==> config.mk <==
export PLATFORM = sky130hd
export DESIGN_NAME = flag_update_ctrl
export DESIGN_NICKNAME = d
export VERILOG_FILES = /design/src/rtl/flag_update_ctrl.sv
export SDC_FILE = /design/constraint.sdc
export NUM_CORES = 1
export LEC_CHECK = 0
export ABC_CLOCK_PERIOD_IN_PS = 1350
export BUFFER_PORTS_ARGS = -buffer_cell sky130_fd_sc_hd__buf_2
export CORE_MARGIN = 2
export CORE_UTILIZATION = 39
export DETAILED_ROUTE_END_ITERATION = 10
export PLACE_DENSITY = 0.74
export SETUP_SLACK_MARGIN = 0.1
export SLEW_MARGIN = 20
export SYNTH_ARGS = -nofsm -noshare
export SYNTH_HDL_FRONTEND = slang
export SYNTH_SLANG_ARGS = --single-unit
==> constraint.sdc <==
create_clock -name clk -period 1.35 [get_ports clk]
set_clock_uncertainty 0.15 [all_clocks]
set_input_delay 0.0675 -clock clk [delete_from_list [all_inputs] [get_ports clk]]
set_output_delay 0.0675 -clock clk [all_outputs]
set_load 0.01 [all_outputs]
==> src/rtl/flag_update_ctrl.sv <==
// flag_update_ctrl: two-stage Z/V/N flag pipeline in front of the Flag register,
// with a forwarded youngest-flag view and busy indication for decode.
module flag_update_ctrl #(
   parameter int WIDTH = 16,
   parameter int OP_W  = 4
) (
   input  logic             clk,
   input  logic             rst,
   input  logic             alu_valid,
   input  logic [OP_W-1:0]  alu_op,
   input  logic [WIDTH-1:0] alu_result,
   input  logic             alu_ovfl,
   input  logic             stall,
   input  logic             flush,
   input  logic [2:0]       cur_flag,
   output logic             flag_we,
   output logic [2:0]       flag_new,
   output logic [2:0]       fwd_flag,
   output logic             flag_busy
);
   logic       s1_valid_q, s1_valid_d, s2_valid_q, s2_valid_d;
   logic [2:0] s1_mask_q, s1_mask_d, s1_raw_q, s1_raw_d, s2_flags_q, s2_flags_d;
   logic [2:0] mask, raw, base, merged;
   logic       accept, s1_move;
   always_comb begin
      mask = (alu_op == OP_W'(0) || alu_op == OP_W'(1)) ? 3'b111 :
             (alu_op == OP_W'(2) || alu_op == OP_W'(4) ||
              alu_op == OP_W'(5) || alu_op == OP_W'(6)) ? 3'b100 : 3'b000;
      raw = {alu_result == '0, alu_ovfl, alu_result[WIDTH-1]};
      accept = alu_valid & ~stall & ~flush & (mask != 3'b000);
      // s2 is the immediately older instruction, even if it retires on this edge
      base = s2_valid_q ? s2_flags_q : cur_flag;
      merged = (s1_mask_q & s1_raw_q) | (~s1_mask_q & base);
      s1_move = ~stall & s1_valid_q & ~flush;
      s1_valid_d = flush ? 1'b0 : stall ? s1_valid_q : accept;
      s1_mask_d = stall ? s1_mask_q : accept ? mask : 3'b000;
      s1_raw_d = stall ? s1_raw_q : accept ? raw : 3'b000;
      s2_valid_d = stall ? s2_valid_q : s1_move;
      s2_flags_d = stall ? s2_flags_q : s1_move ? merged : 3'b000;
      flag_we = s2_valid_q & ~stall;
      flag_new = s2_valid_q ? s2_flags_q : 3'b000;
      fwd_flag = s1_valid_q ? merged : s2_valid_q ? s2_flags_q : cur_flag;
      flag_busy = s1_valid_q | s2_valid_q;
   end
   always_ff @(posedge clk) begin
      if (rst) begin
         s1_valid_q <= 1'b0;
         s1_mask_q  <= 3'b000;
         s1_raw_q   <= 3'b000;
         s2_valid_q <= 1'b0;
         s2_flags_q <= 3'b000;
      end else begin
         s1_valid_q <= s1_valid_d;
         s1_mask_q  <= s1_mask_d;
         s1_raw_q   <= s1_raw_d;
         s2_valid_q <= s2_valid_d;
         s2_flags_q <= s2_flags_d;
      end
   end
endmodule

# Word level (Yosys, flattened, before mapping)
# Index checks and enable logic that the tools add are counted.
# totals
ff_bits	11
input_bits	29
output_inout_bits	8
# classes
n_eq_ne	5
n_mux	8
n_bitwise	13
n_reduce_logical	8
# op_table
operator	count
3-bit two-way mux	8
16-bit zero test	1
4-bit by 3-bit equality test with 1-bit output, second input constant	3
1-bit bitwise AND	6
3-bit bitwise AND	2
4-bit by 1-bit equality test with 1-bit output, second input constant	1
4-bit by 2-bit equality test with 1-bit output, second input constant	1
4-bit zero test	1
1-bit logical OR	4
3-bit NOT	1
3-bit OR	1
3-bit nonzero test	1
1-bit NOT	2
2-bit OR reduction	1
1-bit OR	1

# Longest topological paths before layout
# Gate-level depths: netlist of the first run.
# logic_depth
word_depth	9
mapped_depth	4
ltp_nobuf	3

# Worst setup path after synthesis of the first run
# No wires, ideal clock.
# synth_path
kind	reg-to-output
startpoint	register s2_valid_q
endpoint	output port fwd_flag[0]
arrival_time_ps	1028
slack_ps	104
stages_incl_launch_ff	4
path_buffers	1
path_cell_list	dfxtp_1 > buf_6 > mux2_2 > mux2_2
# synth_via
elab_chain_cells	4
# synth_rtl
item	line	text
from (decl)	21	logic s1_valid_q, s1_valid_d, s2_valid_q, s2_valid_d;
from (signal assigned)	56	s2_valid_q <= s2_valid_d;
3-bit two-way mux *	32, 42	
3-bit bitwise AND	33	merged = (s1_mask_q & s1_raw_q) | (~s1_mask_q & base);
3-bit OR	33	
3-bit two-way mux *	42	fwd_flag = s1_valid_q ? merged : s2_valid_q ? s2_flags_q : cur_flag;
to (decl)	18	output logic [2:0] fwd_flag,
# Every way passes the cells marked *; elsewhere a longest branch is shown, timed or not.

# Worst setup path after layout of the first run
# layout_path
startpoint	register s2_valid_q
endpoint	output port fwd_flag[1]
# Same word-level chain as after synthesis.

==> results of run 1 <==
-- worst max-delay path: cells and delay by family (launching register included) --
kind | cells | cell delay, ns
flip-flops | 1 | 0.38
buffers and inverters | 1 | 0.13
multiplexers | 2 | 0.59
-- worst max-delay path by stage --
stage                   to       start  cells past startpoint  slack (ns)
2_1_floorplan  fwd_flag[0]  s2_valid_q                      3        0.10
3_5_place_dp   fwd_flag[0]  s2_valid_q                      3       -0.02
4_1_cts        fwd_flag[0]  s2_valid_q                      3       -0.22
5_1_grt        fwd_flag[1]  s2_valid_q                      3       -0.27
6_report       fwd_flag[1]  s2_valid_q                      3       -0.25
3_3_place_gp   fwd_flag[2]  s2_valid_q                      3       -0.01
-- synthesized netlist by cell type (2+ instances only) --
| library cell | n | area share, % |
|---|---|---|
| o22ai_1 | 4 | 4.5 |
| mux2i_1 | 3 | 5.4 |
| a21oi_1 | 2 | 1.8 |
| nand2_1 | 10 | 6.7 |
| dfxtp_1 | 10 | 36 |
| nor4_1 | 3 | 3.3 |
| nand3_1 | 2 | 1.8 |
| nor3_1 | 2 | 1.8 |
| nor2_1 | 5 | 3.3 |
| and2_1 | 3 | 3.3 |
| mux2_2 | 6 | 12 |
| a32oi_1 | 2 | 3.1 |
-- cells by family (layout without fill, tap and decap cells) --
kind of cell,after synthesis,count (layout),share of synthesized area [%]
buf+inv,3,65,3.57
compound gates,10,10,12.9
flops,10,10,35.7
mux,9,9,17.4
simple gates,31,31,30.4
-- layout by cell type (no fill, tap or decap), types with 2 or more instances in the layout --
master | netlist | routed
nor3_1 | 2 | 2
nor2_1 | 5 | 5
nor4_2 | 0 | 2
clkbuf_4 | 0 | 3
dfxtp_1 | 10 | 9
a32oi_1 | 2 | 2
nand2_1 | 10 | 10
o22ai_1 | 4 | 4
buf_2 | 1 | 32
dlygate4sd3_1 | 0 | 20
and2_1 | 3 | 3
buf_6 | 1 | 4
mux2i_1 | 3 | 3
mux2_4 | 0 | 6
buf_4 | 0 | 4
-- area by class of cell --
cell class	count	area share, %
Timing Repair Buffer	61	40.4
Multi-Input combinational cell	50	36.2
Sequential cell	10	18.4
Clock buffer	4	3.27
Tap cell	15	1.69
-- state kept, by name, indices dropped and copies added, names as in the netlist --
| register | cells |
|---|---|
| s1_raw_q | 3 |
| s1_mask_q | 2 |
| s2_valid_q | 1 |
| s1_valid_q | 1 |
| s2_flags_q | 3 |
-- repair_timing --
item                                    4_1_cts  5_1_grt
pin swaps                                     0        6
buffers inserted                              1        2
endpoints found under the setup margin       11       14
gates resized for setup                      13        7
hold endpoints to repair                      7        1
hold buffers                                 20        2
-- power by group through the flow --
stage | Clock, mW | Sequential (mW) | Combinational, mW
after floorplan | 0 | 0.305 | 0.0378
after global placement | 0 | 0.305 | 0.0922
after detailed placement | 0 | 0.305 | 0.0935
after CTS | 0.291 | 0.297 | 0.150
after global routing | 0.301 | 0.297 | 0.188
final | 0.291 | 0.297 | 0.181
-- per-layer routing --
metal  track usage [%]  part of all wire [%]
met2              44.1                    48
met5                 0                     0
met1              30.8                    39
met4              14.8                   2.9
met3              6.96                    10
-- through the flow --
stage | power [mW] | setup TNS (ns) | std cells | hold slack, ns
finish | 0.769 | -0.732 | 140 | -0.00286
global route | 0.786 | -0.814 | 140 | -0.00554
CTS | 0.738 | -0.708 | 137 | -0.0501
detailed placement | 0.399 | -0.0476 | 113 | 0.169
global placement | 0.398 | -0.0216 | 113 | 0.164
floorplan | 0.343 | 0 | 63 | -0.00951
==> key figures, run 1 <==
Global route
  • First-pass GRT wire length: 3530 µm
  • GRT Resource Usage Total: 26.6%
  • Vias in the first global route: 768
  • Initial antenna violation count: 0
  • Largest net degree at the start of global routing: 13
  • GR Overflow Total: 0

Critical path
  • End of the worst register-to-register path: s2_flags_q[2]
  • Slowest cell delay on critical path: 0.38 ns
  • Worst path cell trace: mux2_4, mux2_4, buf_6
  • Reg-to-reg slack, setup: 0.16 ns
  • Reg2Reg Launch Point: s2_valid_q
  • R2R depth: 3
  • CP Class: flop to output port
  • Arrival @ worst endpoint: 1.38 ns
  • CP Max Fanout: 4
  • Crit path max-delay cell type: dfxtp_4
  • Worst path required time: 1.13 ns
  • Critical path capture point type: output port
  • Startpoint Class: flop
  • Most frequent CP cell: mux2_4

Synth
  • Most used DFF post-synth: dfxtp_1
  • YS warnings: 0
  • Yosys reg bits: 10
  • Yosys cell types: 23
  • Register area share after synthesis: 35.7%
  • Synthesized area: 561 µm²
  • Fraction of registers with async set/reset: 0%
  • Cells after Synth: 63
  • Count of flip-flops with a built-in enable after synthesis: 0
  • Syn_nets: 92
  • Syn_area_per_cell: 8.90 µm²

Cells and area
  • Share of layout cells above drive strength 1: 48.0%
  • Diode count: 0
  • Post-layout util: 84.1%
  • Multi-input gate area: 402 µm²
  • Final instance area: 1110 µm²
  • Final Net Count: 155
  • Area growth syn-to-layout: 97.8%
  • FILL cells: 65
  • Reg area: 204 µm²

Timing
  • Final setup viols: 4
  • Final worst path period need: 1.60 ns
  • Final WS setup: -0.250 ns
  • Fin Hold WS: -0.00286 ns
  • RSZ-0062 raised after global routing: true
  • Max Slew Vio Count: 0
  • Highest clock rate: 0.625 GHz
  • Final hold vios: 1
  • Worst Max-Slew Pin Slew: 0.262 ns
  • Final Cycle Share: 119%
  • Worst slew margin: 82.4%

Drt
  • Post-route ant nets: 0
  • Total number of vias: 801
  • Initial DRC Count: 38
  • Drt total wl: 2550 µm
  • DR WL/cell: 18.2 µm
  • Drc violations: 0
  • Drt first pass iters: 4
  • Routed vias/inst: 5.72

Worst hold path
  • Hold Path Sink: s1_mask_q[1]
  • Hold Path Origin: alu_op[3]
  • Hold depth: 4
  • Worst Hold Class: input port to flop

Pwr
  • Reg power frac: 38.6%
  • Logic pwr share: 23.5%
  • Static leakage: 0.489 nW
  • Cell Pwr Density: 693 nW/µm²
  • Peak VDD IR: 0.637 mV
  • Sw Ratio: 26.4%
  • Internal power: 0.566 mW
  • Clock power share: 37.9%
  • Sw power: 0.203 mW

Place
  • Placer Congestion: 0.682
  • I/O Buffers: 36
  • Post-place setup slack: -0.0207 ns
  • Placed cell areas: 754 µm²

Clock network
  • Clock latency on the worst-skew pair: 0.28 ns
  • Reg clk slew, reported paths: 0.08 ns
  • TritonCTS clock tree: done
  • Clock tree buffer depth: 2
  • CTS root buf: clkbuf_4
  • Clock Sinks: 10
  • CTS H-tree lvls: 1
  • CTS buffer count: 3

Floorplan
  • Core area: 1320 µm²
  • Die X: 41.9 µm
  • Standard-cell rows: 13
  • Starting Density: 42.5%
  • Die H: 41.9 µm
  • # IOs: 37
  • Die area: 1760 µm²

Flow run
  • Max_cap viols: 0

Run status
  • Failing checks: negative hold slack, negative setup slack
  • Status: finished with violations
Note: power is estimated with default switching activity, not from simulation.
==> inputs of run 2 (changes only) <==
- ABC_CLOCK_PERIOD_IN_PS: 1350 -> 1800
- clock period: 1.35 -> 1.8 ns (I/O delays scaled with it)
==> run 2 against run 1 <==
Net effect: the run ends with negative hold slack left; sequential share of layout area grew 3.0 points; die area is the same; global-route usage shrank 5.2 points; final area shrank 14%; register-to-register slack gained 0.40 ns; core utilization shrank 12 points; cell count shrank 6.4%; total power shrank 31%.
==> key figures, run 2 (same netlist as run 1, synthesis figures left out) <==
Run status
  • Status: finished with violations (unchanged)
  • Failing checks: negative hold slack (was negative hold slack, negative setup slack)

Global route
  • GR Overflow Total: 0 (unchanged)
  • GRT Resource Usage Total: 21.4% (was 26.6%)
  • Vias in the first global route: 678 (was 768)
  • Initial antenna violation count: 0 (unchanged)
  • First-pass GRT wire length: 2900 µm (was 3530 µm)
  • Largest net degree at the start of global routing: 14 (was 13)

Floorplan
  • # IOs: 37 (unchanged)
  • Core area: 1320 µm² (unchanged)
  • Die area: 1760 µm² (unchanged)
  • Starting Density: 42.5% (unchanged)
  • Die H: 41.9 µm (unchanged)
  • Die X: 41.9 µm (unchanged)
  • Standard-cell rows: 13 (unchanged)

Timing
  • Final Cycle Share: 91.8%
  • Max Slew Vio Count: 0 (unchanged)
  • RSZ-0062 raised after global routing: true (unchanged)
  • Highest clock rate: 0.605 GHz
  • Worst slew margin: 74.5% (was 82.4%)
  • Worst Max-Slew Pin Slew: 0.379 ns (was 0.262 ns)
  • Final setup viols: 0 (was 4)
  • Final hold vios: 1 (unchanged)
  • Fin Hold WS: -0.0391 ns (was -0.00286 ns)
  • Fin Setup TNS: 0 ns (was -0.732 ns)
  • Final worst path period need: 1.65 ns

Clock network
  • CTS root buf: clkbuf_4 (unchanged)
  • Clock Sinks: 10 (unchanged)
  • Clock tree buffer depth: 2 (unchanged)
  • Reg clk slew, reported paths: 0.07 ns (was 0.08 ns)
  • CTS H-tree lvls: 1 (unchanged)
  • CTS buffer count: 3 (unchanged)
  • Clock latency on the worst-skew pair: 0.27 ns (was 0.28 ns)
  • TritonCTS clock tree: done (unchanged)

Drt
  • Routed vias/inst: 5.29 (was 5.72)
  • Drt first pass iters: 4 (unchanged)
  • Drc violations: 0 (unchanged)
  • Total number of vias: 693 (was 801)
  • DR WL/cell: 13.0 µm (was 18.2 µm)
  • Post-route ant nets: 0 (unchanged)
  • Initial DRC Count: 14 (was 38)
  • Drt total wl: 1700 µm (was 2550 µm)

Cells and area
  • Top Registers: s1_raw_q x3, s2_flags_q x3, s1_mask_q x2 (unchanged)
  • Area growth syn-to-layout: 70.3% (was 97.8%)
  • Commonest non-fill, non-tap cell in the layout: buf_2 (unchanged)
  • Diode count: 0 (unchanged)
  • Final instance area: 955 µm² (was 1110 µm²)
  • Most frequent cells in the layout: 35 x buf_2, 15 x dlygate4sd3_1, 10 x nand2_1, 9 x dfxtp_1, 6 x mux2_2 (was 32 x buf_2, 20 x dlygate4sd3_1, 10 x nand2_1, 9 x dfxtp_1, 6 x mux2_4)
  • Final Net Count: 146 (was 155)
  • Post-layout util: 72.5% (was 84.1%)
  • Share of layout cells above drive strength 1: 46.6% (was 48.0%)

Critical path
  • Reg-to-reg slack, setup: 0.56 ns (was 0.16 ns)
  • End of the worst register-to-register path: s2_flags_q[2] (unchanged)
  • R2R depth: 3 (unchanged)
  • Reg2Reg Launch Point: s2_valid_q (unchanged)
  • Critical path capture point type: flop (was output port)
  • CP Max Fanout: 1 (was 4)
  • CP Class: input port to flop (was flop to output port)
  • Arrival @ worst endpoint: 1.71 ns (was 1.38 ns)
  • Startpoint Class: input port (was flop)
  • Worst path required time: 1.85 ns (was 1.13 ns)
  • CP Launch Point: alu_op[2] (was s2_valid_q)

Place
  • Placer Congestion: 0.673 (was 0.682)
  • I/O Buffers: 36 (unchanged)
  • Placed cell areas: 739 µm² (was 754 µm²)

Worst hold path
  • Hold Path Sink: s1_raw_q[2] (was s1_mask_q[1])
  • Hold Path Origin: alu_result[8] (was alu_op[3])
  • Hold depth: 4 (unchanged)
  • Worst Hold Class: input port to flop (unchanged)

Flow run
  • Max_cap viols: 0 (unchanged)

Pwr
  • Static leakage: 0.412 nW (was 0.489 nW)
  • Cell Pwr Density: 554 nW/µm² (was 693 nW/µm²)
  • Peak VDD IR: 0.435 mV (was 0.637 mV)
run 2: cell count changes in the layout (fill, tap and decap cells not counted), moves of 2 or more:
cell / previous run / this run
mux2_2: 0 / 6
mux2_4: 6 / 0
dlygate4sd3_1: 20 / 15
buf_2: 32 / 35
buf_4: 4 / 1
buf_6: 4 / 1
nor4_1: 0 / 2
run 2: area by class of cell:
cell class	count	area [µm²]
clock buffers	4	36.3
repair buffers	52	344
fillers	98	363
flip-flops and latches	10	204
multi-input cells	50	352
well taps	15	18.8
run 2: critical path, cell delays in order:
cell and delay, ns:
dlygate4sd3_1 0.54, buf_2 0.12, nor3_1 0.15, dlygate4sd3_1 0.57, nand3_1 0.08, a21oi_1 0.15
run 2: where the power goes:
group	total (mW)	leakage, nW	switching (mW)	internal [mW]
Sequential	0.223	0.0814	0.00147	0.221
Combinational	0.100	0.309	0.0399	0.0605
Clock	0.206	0.0210	0.0830	0.123
run 2: through the flow:
stage / instances / total power [mW] / worst slack (ns)
floorplan: 63 / 0.257 / 0.532
global placement: 111 / 0.296 / 0.359
detailed placement: 111 / 0.297 / 0.329
CTS: 132 / 0.524 / 0.128
global route: 131 / 0.545 / 0.0850
finish: 131 / 0.529 / 0.148
run 2: how the worst max path moves through the flow:
stage                              end  slack, ns  cells past startpoint
final                     s1_mask_q[1]       0.15                      6
after global routing       s1_raw_q[2]       0.09                      6
after CTS                  fwd_flag[2]       0.13                      3
after detailed placement   fwd_flag[2]       0.33                      3
after global placement     fwd_flag[2]       0.36                      3
after floorplan            fwd_flag[0]       0.53                      3
run 2: metal layers:
layer	global-route usage, %	share of wire [%]
met1	25.0	38
met2	36.6	49
met3	6.96	9.6
met4	7.10	3.4
met5	0	0
run 2: timing repair:
item,4_1_cts,5_1_grt
resized for setup,1,6
endpoints found under the setup margin,3,5
pin swaps,0,2
hold buffers,17,0
hold endpoints to repair,6,0
buffers inserted,0,1
==> inputs of run 3 (changes only) <==
- CORE_MARGIN: 2 -> 3
==> run 3 against run 2 <==
Net effect: the run still ends with negative hold slack left; combinational power about the same; first-iteration DRC count is 21% lower; critical path type unchanged; die area up 9.8%; critical endpoint is now s1_raw_q[2]; final area increased by 1.2%; cell count increased by 1.5%; maximum frequency down 1.8%; flip-flop and latch count unchanged; clock power increased by 2%; sequential power about the same; clock-buffer cell count did not move; via count decreased by 1.4%.
==> key figures, run 3 (same netlist as run 1, synthesis figures left out) <==
Clock network
  • CTS buffer count: 3 (unchanged)
  • CTS H-tree lvls: 1 (unchanged)
  • TritonCTS clock tree: done (unchanged)
  • Clock tree buffer depth: 2 (unchanged)
  • Clock latency on the worst-skew pair: 0.28 ns (was 0.27 ns)
  • Clock Sinks: 10 (unchanged)
  • CTS root buf: clkbuf_4 (unchanged)
  • Reg clk slew, reported paths: 0.07 ns (about the same)

Cells and area
  • Area growth syn-to-layout: 72.3% (was 70.3%)
  • Top Registers: s1_raw_q x3, s2_flags_q x3, s1_mask_q x2 (unchanged)
  • Final Net Count: 148 (was 146)
  • FILL cells: 101 (was 98)
  • Share of layout cells above drive strength 1: 44.1% (was 46.6%)
  • Finished Layout Cells: 133 (was 131)
  • Commonest non-fill, non-tap cell in the layout: buf_2 (unchanged)
  • Diode count: 0 (unchanged)
  • Most frequent cells in the layout: 36 x buf_2, 18 x dlygate4sd3_1, 10 x nand2_1, 9 x dfxtp_1, 6 x mux2_2 (was 35 x buf_2, 15 x dlygate4sd3_1, 10 x nand2_1, 9 x dfxtp_1, 6 x mux2_2)

Global route
  • Initial antenna violation count: 0 (unchanged)
  • Vias in the first global route: 653 (was 678)
  • First-pass GRT wire length: 2700 µm (was 2900 µm)
  • Largest net degree at the start of global routing: 14 (unchanged)
  • GRT Resource Usage Total: 19.5% (was 21.4%)
  • GR Overflow Total: 0 (unchanged)

Drt
  • Drt total wl: 1780 µm (was 1700 µm)
  • Post-route ant nets: 0 (unchanged)
  • DR WL/cell: 13.4 µm (was 13.0 µm)
  • Drt first pass iters: 4 (unchanged)
  • Initial DRC Count: 11 (was 14)
  • Drc violations: 0 (unchanged)
  • Routed vias/inst: 5.14 (was 5.29)
  • Total number of vias: 683 (was 693)

Timing
  • Worst Max-Slew Pin Slew: 0.345 ns (was 0.379 ns)
  • Final setup viols: 0 (unchanged)
  • Final Cycle Share: 93.4% (was 91.8%)
  • Fin Setup TNS: 0 ns (unchanged)
  • Highest clock rate: 0.595 GHz (was 0.605 GHz)
  • Final hold vios: 1 (unchanged)
  • Final WS setup: 0.119 ns (was 0.148 ns)
  • Max Slew Vio Count: 0 (unchanged)
  • Fin Hold WS: -0.0106 ns (was -0.0391 ns)
  • RSZ-0062 raised after global routing: true (unchanged)
  • Worst slew margin: 76.9% (was 74.5%)
  • Final worst path period need: 1.68 ns (was 1.65 ns)

Floorplan
  • Standard-cell rows: 13 (unchanged)
  • Die H: 43.9 µm (was 41.9 µm)
  • # IOs: 37 (unchanged)
  • Die X: 43.9 µm (was 41.9 µm)
  • Starting Density: 42.5% (unchanged)
  • Core area: 1320 µm² (unchanged)
  • Die area: 1930 µm² (was 1760 µm²)

Place
  • I/O Buffers: 36 (unchanged)
  • Cells after DPL: 111 (unchanged)
  • Post-place setup slack: 0.321 ns (was 0.329 ns)
  • HPWL after detailed placement: 1020 µm
  • Placer Congestion: 0.750 (was 0.673)

Pwr
  • Reg power frac: 41.5% (was 42.1%)
  • Logic pwr share: 19.0% (about the same)
  • Sw Ratio: 24.3% (was 23.5%)
  • Internal power: 0.406 mW (was 0.404 mW)
  • Tot Pwr: 0.536 mW (was 0.529 mW)
  • Clock power share: 39.5% (was 38.9%)
  • Peak VDD IR: 0.340 mV (was 0.435 mV)
  • Static leakage: 0.417 nW (was 0.412 nW)
  • Sw power: 0.130 mW (was 0.124 mW)
  • Cell Pwr Density: 555 nW/µm² (was 554 nW/µm²)

Critical path
  • Arrival @ worst endpoint: 1.74 ns (was 1.71 ns)
  • CP Max Fanout: 12 (was 1)
  • Critical path capture point type: flop (unchanged)
  • CP Class: input port to flop (unchanged)
  • Startpoint Class: input port (unchanged)
  • Worst path required time: 1.86 ns (was 1.85 ns)

Run status
  • Failing checks: negative hold slack (unchanged)
  • Status: finished with violations (unchanged)

Worst hold path
  • Worst Hold Class: input port to flop (unchanged)

Flow run
  • Max_cap viols: 0 (unchanged)
run 3: per-layer routing:
| layer | track usage [%] | vias up | routed length, µm |
|---|---|---|---|
| met5 | 0 | - | 0 |
| met4 | 13.9 | 0 | 54 |
| met3 | 4.98 | 6 | 128 |
| met2 | 33.4 | 32 | 928 |
| met1 | 20.3 | 301 | 665 |
| li1 | - | 344 | - |
run 3: path summary, 6_finish.rpt:
path / start / end / slack, ns / cells after the start
setup reg to reg: s2_valid_q / s2_flags_q[0] / 0.58 / 3
hold reg to reg: s2_flags_q[0] / s2_flags_q[0] / 0.34 / 2
hold / removal: alu_op[1] / s1_mask_q[1] / -0.01 / 4
setup / recovery: rst / s1_raw_q[2] / 0.12 / 6
run 3: power by group through the flow:
| stage | Sequential (mW) | Clock, mW | Combinational [mW] |
|---|---|---|---|
| 6_report | 0.222 | 0.211 | 0.102 |
| 5_1_grt | 0.223 | 0.221 | 0.110 |
| 4_1_cts | 0.224 | 0.215 | 0.0978 |
| 3_5_place_dp | 0.229 | 0 | 0.0684 |
| 3_3_place_gp | 0.229 | 0 | 0.0668 |
| 2_1_floorplan | 0.229 | 0 | 0.0283 |
run 3: worst max-delay path, cell delays in order:
cell and delay [ns]:
dlygate4sd3_1 0.54, buf_2 0.20, nor3_1 0.13, dlygate4sd3_1 0.58
nand3_1 0.09, o22ai_1 0.12
run 3: timing repair:
item | 4_1_cts | 5_1_grt
setup buffers | 0 | 0
setup endpoints to repair | 3 | 5
endpoints found under the hold margin | 7 | 0
hold buffers | 19 | 0
gates resized for setup | 1 | 2
run 3: layout make-up:
class	instances	area, µm²	area share [%]
clock buffer	4	36.3	3.76
timing repair buffer	54	360	37.3
multi-input combinational	50	347	35.9
sequential	10	204	21.1
tap	15	18.8	1.94
run 3: through the flow:
stage          util, %  area, µm²
2_1_floorplan        -        561
3_3_place_gp      56.1        739
3_5_place_dp      56.1        739
4_1_cts           73.4        967
5_1_grt           73.3        966
6_report          73.3        966
